File: config.mk
export PLATFORM = sky130hd
export DESIGN_NAME = recfn_to_fn_pipe
export DESIGN_NICKNAME = d
export VERILOG_FILES = /design/src/rtl/recfn_pkg.sv /design/src/rtl/recfn_unpack.sv /design/src/rtl/recfn_to_fn_pipe.sv
export SDC_FILE = /design/constraint.sdc
export NUM_CORES = 1
export LEC_CHECK = 0
export BUFFER_PORTS_ARGS = -buffer_cell sky130_fd_sc_hd__clkbuf_2
export CAP_MARGIN = 25
export CORE_UTILIZATION = 45
export DETAILED_ROUTE_END_ITERATION = 12
export PLACE_DENSITY = 0.77
export SYNTH_ARGS = -nofsm -noshare
export SYNTH_HDL_FRONTEND = slang
export SYNTH_SLANG_ARGS = --single-unit
File: constraint.sdc
create_clock -name clock -period 6.76 [get_ports clock]
set_input_delay 1.014 -clock clock [delete_from_list [all_inputs] [get_ports clock]]
set_output_delay 1.014 -clock clock [all_outputs]
set_load 0.01 [all_outputs]
File: src/rtl/recfn_pkg.sv
// recfn_pkg: shared widths, constants, FCLASS bit positions and the unpacked
// recoded-float record used by recoded-binary64 consumers.
// No ports (package).
package recfn_pkg;

  localparam int EXP_W         = 11;
  localparam int SIG_W         = 53;
  localparam int RECFN_W       = 65;
  localparam int FN_W          = 64;
  localparam int CLASS_W       = 10;
  localparam int MIN_NORM_SEXP = 1026;
  localparam int EXP_BIAS_ADJ  = 1025;

  localparam logic [FN_W-1:0] CANON_NAN_D = 64'h7FF8_0000_0000_0000;

  // FCLASS mask bit positions (RISC-V ordering)
  localparam int CLS_NEG_INF  = 0;
  localparam int CLS_NEG_NORM = 1;
  localparam int CLS_NEG_SUB  = 2;
  localparam int CLS_NEG_ZERO = 3;
  localparam int CLS_POS_ZERO = 4;
  localparam int CLS_POS_SUB  = 5;
  localparam int CLS_POS_NORM = 6;
  localparam int CLS_POS_INF  = 7;
  localparam int CLS_SNAN     = 8;
  localparam int CLS_QNAN     = 9;

  // Decoded recoded value; sig = {1'b0, hidden bit, fraction}
  typedef struct packed {
    logic               is_nan;
    logic               is_inf;
    logic               is_zero;
    logic               sign;
    logic [EXP_W+1:0]   s_exp;
    logic [SIG_W:0]     sig;
  } raw_fn_t;

endpackage

File: src/rtl/recfn_unpack.sv
// recfn_unpack: combinational decode of a 65-bit recoded binary64 into a
// raw_fn_t record, plus the subnormal flag and the denormalisation shift
// needed to rebuild an IEEE subnormal fraction.
// Ports:
//   recfn   in  65  recoded operand {sign, exp[11:0], fract[51:0]}
//   raw     out     decoded flags, sign, zero-extended exponent, significand
//   is_sub  out 1   exponent below the smallest normal (also true for zero)
//   sh_dist out 6   extra right shift applied after dropping the low sig bit
module recfn_unpack
  import recfn_pkg::*;
(
  input  logic [RECFN_W-1:0] recfn,
  output raw_fn_t            raw,
  output logic               is_sub,
  output logic [5:0]         sh_dist
);

  logic [11:0] exp_rec;
  logic        is_special;
  logic        is_zero;

  assign exp_rec    = recfn[63:52];
  assign is_zero    = (exp_rec[11:9] == 3'b000);
  assign is_special = (exp_rec[11:10] == 2'b11);

  always_comb begin
    raw         = '0;
    raw.sign    = recfn[64];
    raw.is_zero = is_zero;
    raw.is_inf  = is_special & ~exp_rec[9];
    raw.is_nan  = is_special & exp_rec[9];
    raw.s_exp   = {1'b0, exp_rec};
    raw.sig     = {1'b0, ~is_zero, recfn[51:0]};
  end

  assign is_sub = ({1'b0, exp_rec} < 13'(MIN_NORM_SEXP));

  // Only meaningful for subnormal exponents 974..1025, where it yields 0..51
  assign sh_dist = 6'd1 - exp_rec[5:0];

endmodule

File: src/rtl/recfn_to_fn_pipe.sv
// recfn_to_fn_pipe: two-stage pipelined recoded-binary64 -> IEEE binary64
// converter with RISC-V FCLASS mask and a pass-through tag. Stage 1 registers
// the decoded operand, stage 2 registers the packed result. valid/ready on
// both sides with full backpressure; 2-cycle latency, 1 result/cycle.
// Optional build macro: RECFN_TO_FN_CANON_NAN_EN replaces every NaN result
// with the canonical quiet NaN (class mask still reports the input NaN kind).
// Ports:
//   clock, reset (sync, active-high)
//   io_in_valid/io_in_ready, io_in_bits_recfn[64:0], io_in_bits_tag[TAG_W-1:0]
//   io_out_valid/io_out_ready, io_out_bits_fn[63:0], io_out_bits_class[9:0],
//   io_out_bits_tag[TAG_W-1:0]
module recfn_to_fn_pipe
  import recfn_pkg::*;
#(
  parameter int TAG_W = 5
) (
  input  logic                 clock,
  input  logic                 reset,
  input  logic                 io_in_valid,
  output logic                 io_in_ready,
  input  logic [RECFN_W-1:0]   io_in_bits_recfn,
  input  logic [TAG_W-1:0]     io_in_bits_tag,
  output logic                 io_out_valid,
  input  logic                 io_out_ready,
  output logic [FN_W-1:0]      io_out_bits_fn,
  output logic [CLASS_W-1:0]   io_out_bits_class,
  output logic [TAG_W-1:0]     io_out_bits_tag
);

  raw_fn_t          dec_raw;
  logic             dec_is_sub;
  logic [5:0]       dec_sh_dist;

  recfn_unpack u_unpack (
    .recfn   (io_in_bits_recfn),
    .raw     (dec_raw),
    .is_sub  (dec_is_sub),
    .sh_dist (dec_sh_dist)
  );

  logic             s1_valid;
  raw_fn_t          s1_raw;
  logic             s1_is_sub;
  logic [5:0]       s1_sh_dist;
  logic [TAG_W-1:0] s1_tag;

  logic               s2_valid;
  logic [FN_W-1:0]    s2_fn;
  logic [CLASS_W-1:0] s2_class;
  logic [TAG_W-1:0]   s2_tag;

  logic s2_adv;
  logic in_fire;
  logic s1_move;

  assign s2_adv      = !s2_valid || io_out_ready;
  assign io_in_ready = !s1_valid || s2_adv;
  assign in_fire     = io_in_valid && io_in_ready;
  assign s1_move     = s1_valid && s2_adv;

  // Stage 2 pack logic, fed from the stage-1 registers
  logic               s1_is_special;
  logic [51:0]        denorm_fract;
  logic [EXP_W-1:0]   exp_out;
  logic [51:0]        fract_out;
  logic [FN_W-1:0]    pack_fn;
  logic [CLASS_W-1:0] pack_class;

  assign s1_is_special = s1_raw.is_nan | s1_raw.is_inf;
  assign denorm_fract  = 52'(s1_raw.sig[SIG_W:1] >> s1_sh_dist);

  always_comb begin
    if (s1_is_sub)
      exp_out = '0;
    else if (s1_is_special)
      exp_out = 11'h7FF;
    else
      // 13-bit subtract truncated to 11 bits == exp[10:0] - 1025 mod 2^11
      exp_out = 11'(s1_raw.s_exp - 13'(EXP_BIAS_ADJ));

    if (s1_is_sub)
      fract_out = denorm_fract;
    else if (s1_raw.is_inf)
      fract_out = '0;
    else
      fract_out = s1_raw.sig[51:0];

    pack_fn = {s1_raw.sign, exp_out, fract_out};
`ifdef RECFN_TO_FN_CANON_NAN_EN
    if (s1_raw.is_nan)
      pack_fn = CANON_NAN_D;
`endif

    // Zero is checked before subnormal since zero exponents also set is_sub
    pack_class = '0;
    if (s1_raw.is_nan) begin
      if (s1_raw.sig[51]) pack_class[CLS_QNAN] = 1'b1;
      else                pack_class[CLS_SNAN] = 1'b1;
    end else if (s1_raw.is_inf) begin
      if (s1_raw.sign) pack_class[CLS_NEG_INF] = 1'b1;
      else             pack_class[CLS_POS_INF] = 1'b1;
    end else if (s1_raw.is_zero) begin
      if (s1_raw.sign) pack_class[CLS_NEG_ZERO] = 1'b1;
      else             pack_class[CLS_POS_ZERO] = 1'b1;
    end else if (s1_is_sub) begin
      if (s1_raw.sign) pack_class[CLS_NEG_SUB] = 1'b1;
      else             pack_class[CLS_POS_SUB] = 1'b1;
    end else begin
      if (s1_raw.sign) pack_class[CLS_NEG_NORM] = 1'b1;
      else             pack_class[CLS_POS_NORM] = 1'b1;
    end
  end

  always_ff @(posedge clock) begin
    if (reset) begin
      s1_valid <= 1'b0;
      s2_valid <= 1'b0;
    end else begin
      if (io_in_ready) s1_valid <= io_in_valid;
      if (s2_adv)      s2_valid <= s1_valid;
    end
  end

  // Data registers carry no reset; they are qualified by the valids
  always_ff @(posedge clock) begin
    if (in_fire) begin
      s1_raw     <= dec_raw;
      s1_is_sub  <= dec_is_sub;
      s1_sh_dist <= dec_sh_dist;
      s1_tag     <= io_in_bits_tag;
    end
    if (s1_move) begin
      s2_fn    <= pack_fn;
      s2_class <= pack_class;
      s2_tag   <= s1_tag;
    end
  end

  assign io_out_valid      = s2_valid;
  assign io_out_bits_fn    = s2_fn;
  assign io_out_bits_class = s2_class;
  assign io_out_bits_tag   = s2_tag;

endmodule

### After elaboration in Yosys (flattened, before gate mapping)

Index checks and enable logic that the tools add are counted.

* $add $sub $neg: 2
* $mul: 0
* div/mod/pow operators: 0
* order comparisons: 1
* equal/unequal tests: 1
* shifts and indexed selects: 1
* muxes and demuxes: 7
* bitwise gates (word level): 8
* reduce and logical (&&, ||, !) cells: 11

Operators with widths (count)
* 2-to-1 mux 52 bit: 2
* right shift 52 x 6 -> 52 bit: 1
* < comparator 12 x 11 -> 1 bit, second input constant: 1
* 2-to-1 mux 11 bit: 1
* subtractor 11 bit, second input constant: 1
* OR reduction 4 bit: 2
* subtractor 1 x 6 -> 6 bit, first input constant: 1
* NOT 1 bit: 5
* 2-to-1 mux 1 bit: 4
* logical NOT 3 bit: 1
* OR reduction 3 bit: 1
* AND 1 bit: 2
* equality test 2 bit, second input constant: 1
* logical AND 1 bit: 2
* logical NOT 1 bit: 2
* logical OR 1 bit: 2
* OR reduction 2 bit: 1
* bitwise OR 1 bit: 1

* bits in registers: 161
* bits in latches: 0
* memory bits (writable): 0
* memory bits (read-only): 0
* bits of input ports: 74
* output and inout bits: 81
* logic and storage cells: 50
* memories kept: 0

### Logic depth before layout (Yosys ltp)

* depth after elaboration: 4
* mapped depth: 7
* mapped depth without buffers: 6

### Cells and area by module

Synthesis repeated with hierarchy kept, for this count alone.

* cells, all modules: 689
* area total of the unflattened synthesis: 9241.4 um^2

Modules (own cells, without submodules)
* recfn_to_fn_pipe: instances 1, cells each 600, area each 8594.5 um^2, sequential area each 4844.6 um^2
* recfn_unpack: instances 1, cells each 89, area each 646.9 um^2, sequential area each 0.0 um^2

### Least setup slack after synthesis

No wires, ideal clock.

* path type: input to register
* from: in io_out_ready
* to: reg s2_class[0] (netlist: io_out_bits_class[0]) (enable)
* data arrival time: 4.599 ns
* data required time: 6.234 ns
* slack: 1.635 ns
* stages on the path: 2
* buffers on the path: 0
* cells stage by stage: nor2b_1 -> nor2b_1

* word-level cells in the longest chain between the ends: 2

Ends and longest elaborated chain
* start, declared: RTL line recfn_to_fn_pipe.sv:24 `input logic io_out_ready,`
* logical OR 1 bit: RTL line recfn_to_fn_pipe.sv:56 `assign s2_adv = !s2_valid || io_out_ready;`
* logical AND 1 bit: RTL line recfn_to_fn_pipe.sv:59 `assign s1_move = s1_valid && s2_adv;`
* via s1_move: RTL line recfn_to_fn_pipe.sv:54 `logic s1_move;`
* end signal, assigned: RTL line recfn_to_fn_pipe.sv:134 `s2_class <= pack_class;`
* end, declared: RTL line recfn_to_fn_pipe.sv:49 `logic [CLASS_W-1:0] s2_class;`

The timed path passes the listed nets, and every way through them passes these cells.
A chain may end at the register's enable or synchronous reset.

### Final worst setup path

* from: reg s1_is_sub
* to: reg s2_fn[23] (netlist: io_out_bits_fn[23]) (data pin)

* word-level cells in the longest chain between the ends: 1

Ends and longest elaborated chain
* start, declared: RTL line recfn_to_fn_pipe.sv:43 `logic s1_is_sub;`
* start signal, assigned: RTL line recfn_to_fn_pipe.sv:128 `s1_is_sub <= dec_is_sub;`
* 2-to-1 mux 52 bit: RTL line recfn_to_fn_pipe.sv:81 `if (s1_is_sub)`
* via fract_out[23]: RTL line recfn_to_fn_pipe.sv:65 `logic [51:0] fract_out;`
* end signal, assigned: RTL line recfn_to_fn_pipe.sv:133 `s2_fn <= pack_fn;`
* end, declared: RTL line recfn_to_fn_pipe.sv:48 `logic [FN_W-1:0] s2_fn;`

The timed path passes the listed nets, and every way through them passes these cells.

==> flow_summary.ini <==
[floorplanning]
design.die.area_um2 = 19800
start_util_pct = 46.1
rows = 50
die_x_um = 141
pin_count = 155
die_h_um = 141
core-area_um2 = 18800

[placement]
dpl.cell_count = 974
postPlaceCellArea_um2 = 9640
dp_hpwl_um = 17000
dp_slack_ps = 3160
port_buffers = 154
gp_congestion = 1.02

[routing]
antenna_left = 0
firstDrtPassIters = 7
drc = 0
via_per_inst = 6.33
num_vias = 6402
drt-total-wl_um = 24300
drt_iter0_drc = 1165
wl_per_cell_um = 24.0

[flow_run]
max_cap_violations = 0

[timing]
setup_ws_ps = 3470
fin_setup_tns_ps = 0
worst_slew_pin_slew_ps = 1070
setup_viol = 0
period_share_pct = 48.6
fmax_mhz = 304
hold_viol = 0
skew_ps = 10.1
slew-limit-headroom_pct = 28.4
finalCriticalPeriod_ps = 3290
rsz0062_at_grt = false
hold_slack_ps = 420
drv_slew = 0

[layout]
final_nets = 814
synthToLayoutAreaGrowth_pct = 19.0
final_area_um2 = 10300
multiInputGateArea_um2 = 3670
num-fill-cells = 1526
seqCellArea_um2 = 4780
post_route_cells_drive_above_1_share_pct = 42.3
post-route-util_pct = 54.8
antenna_cells = 0
stdcell_count = 1011

[clock_tree]
numCtsBuffers = 17
cts.repair.resized = 0
root_buffer = clkbuf_16
clkTransAtPathRegs_ps = 70
cts_tree = done
post-cts-setup-buffer-count = 0
cts.sinks = 160
clk_latency_ps = 440
cts_max_level = 4
cts_hold_buf = 0
cts_buffer_depth = 2

[synthesis]
synth_top_area_share_pct = 54.7
synth_flop_cell = edfxtp_1
yosysTopAreaCell = edfxtp_1
ys_ff_latch = 160
ys_top_cells_by_area = edfxtp_1 55%, mux4_2 13%, mux2_2 7.7%, a22oi_1 2.9%, mux2i_1 2.8%
yosys_warnings = 0
syn-num-nets = 672
async_reset_ff_share_pct = 0
synth_area_um2 = 8680
synthCells = 596
synth_edf_count = 158
ys_types = 58
ys_seq_area_share_pct = 55.1
syn_avg_cell_area_um2 = 14.6

[global_routing]
antenna_found_initial = 0
grt_max_degree = 80
grt_pass1_wl_um = 36600
grt_usage_pct = 25.1
grt_pass1_vias = 5959
grt-ovfl-total = 0

[pwr]
power_mw = 2.59
leakagePower_nw = 3.75
ir_drop_mv = 0.197
power.density_nw_per_um2 = 251

[worst_setup_path]
crit_path_start_kind = flip-flop
path_class = flip-flop to flip-flop
required_ps = 7000
critical_path_arrival_ps = 3520
endpoint_kind = flip-flop
crit_path_max_fanout = 22

[run_status]
status = complete, no violations

[min_path]
hp-class = flip-flop to flip-flop
-- kinds of logic (layout without fill, tap and decap cells) --
family,after synthesis,in the layout,synth area share (%)
flip-flops,160,160,55.1
multiplexers,132,132,23.1
AO/OA/AOI/OAI,127,127,10.9
AND/OR/NAND/NOR,113,113,6.82
buffers and inverters,53,208,2.80
XOR/XNOR,9,9,0.908
adder cells (fa/ha/maj),2,2,0.288
-- cells in the mapped netlist, drive strengths merged, types with 3 or more instances --
cell	n
edfxtp	158
or3	5
nand2	39
nand3	6
nor4	5
a21oi	12
nor3b	3
mux4	49
clkbuf	25
nand4	3
nor3	4
a22oi	34
xnor2	7
mux2	59
buf	19
o221ai	3
inv	8
or4	3
o211ai	13
o31ai	3
o21ai	19
nor2	20
and3	3
a222oi	15
mux2i	24
a22o	8
a2bb2oi	6
nor2b	7
and2	3
a32oi	3
-- layout make-up --
type	instances	area share, %
Sequential cell	160	46.3
Inverter	9	0.327
Clock inverter	15	1.50
Clock buffer	17	4.12
Timing Repair Buffer	167	9.00
Tap cell	260	3.15
Multi-Input combinational cell	383	35.6
-- placed cells by master (no fill, tap or decap), types with 3 or more instances in the layout --
cell        count
edfxtp_1      158
clkbuf_2      154
mux2_2         59
mux4_2         49
nand2_1        39
a22oi_1        34
mux2i_1        24
o21ai_0        19
nor2_1         18
clkbuf_16      17
a222oi_1       15
o211ai_1       13
a21oi_1        12
a22o_1          8
inv_1           7
xnor2_1         7
buf_4           7
nor2b_1         6
nand3_1         6
a2bb2oi_1       6
or3_1           5
nor4_1          5
nor3_1          4
nor3b_1         3
o31ai_1         3
o221ai_1        3
a32oi_1         3
nand4_1         3
and3_1          3
clkinvlp_4      3
inv_8           3
clkinv_4        3
-- where the power goes --
group          leakage [nW]  switching [mW]  internal [mW]
Clock                 0.276           0.427          0.518
Sequential             1.53          0.0571           1.17
Combinational          1.94           0.235          0.192
-- routing by layer --
metal  global-route usage [%]  up-vias  part of all wire [%]
met5                        0        -                     0
met4                     10.9        0                   3.6
met3                     7.51       80                    13
met2                     35.2      479                    43
met1                     36.0     3078                    41
li1                         -     2765                     -
-- state kept, by name (all words and copies together) (netlist names) --
register	cells
io_out_bits_class	10
io_out_bits_fn	64
io_out_bits_tag	5
io_out_valid	1
pack_fn	1
s1_is_sub	1
s1_raw	66
s1_sh_dist	6
s1_tag	5
s1_valid	1
-- worst max-delay path, cell delays in order (launching register included) --
cell	delay (ps)
edfxtp_1	830
nand3b_1	750
nor2_1	1070
a32oi_1	220
o211ai_1	200
-- path summary, 6_finish.rpt --
| path | from | to | slack, ps | cells after the start |
|---|---|---|---|---|
| worst max-delay path | s1_is_sub$_DFFE_PP_ | io_out_bits_fn[23]$_DFFE_PP_ | 3470 | 4 |
| worst min-delay path | s1_tag[3]$_DFFE_PP_ | io_out_bits_tag[3]$_DFFE_PP_ | 420 | 0 |
| worst max register to register | s1_is_sub$_DFFE_PP_ | io_out_bits_fn[23]$_DFFE_PP_ | 3470 | 4 |
| worst min register to register | s1_tag[3]$_DFFE_PP_ | io_out_bits_tag[3]$_DFFE_PP_ | 420 | 0 |
Note: power is estimated with default switching activity, not from simulation.
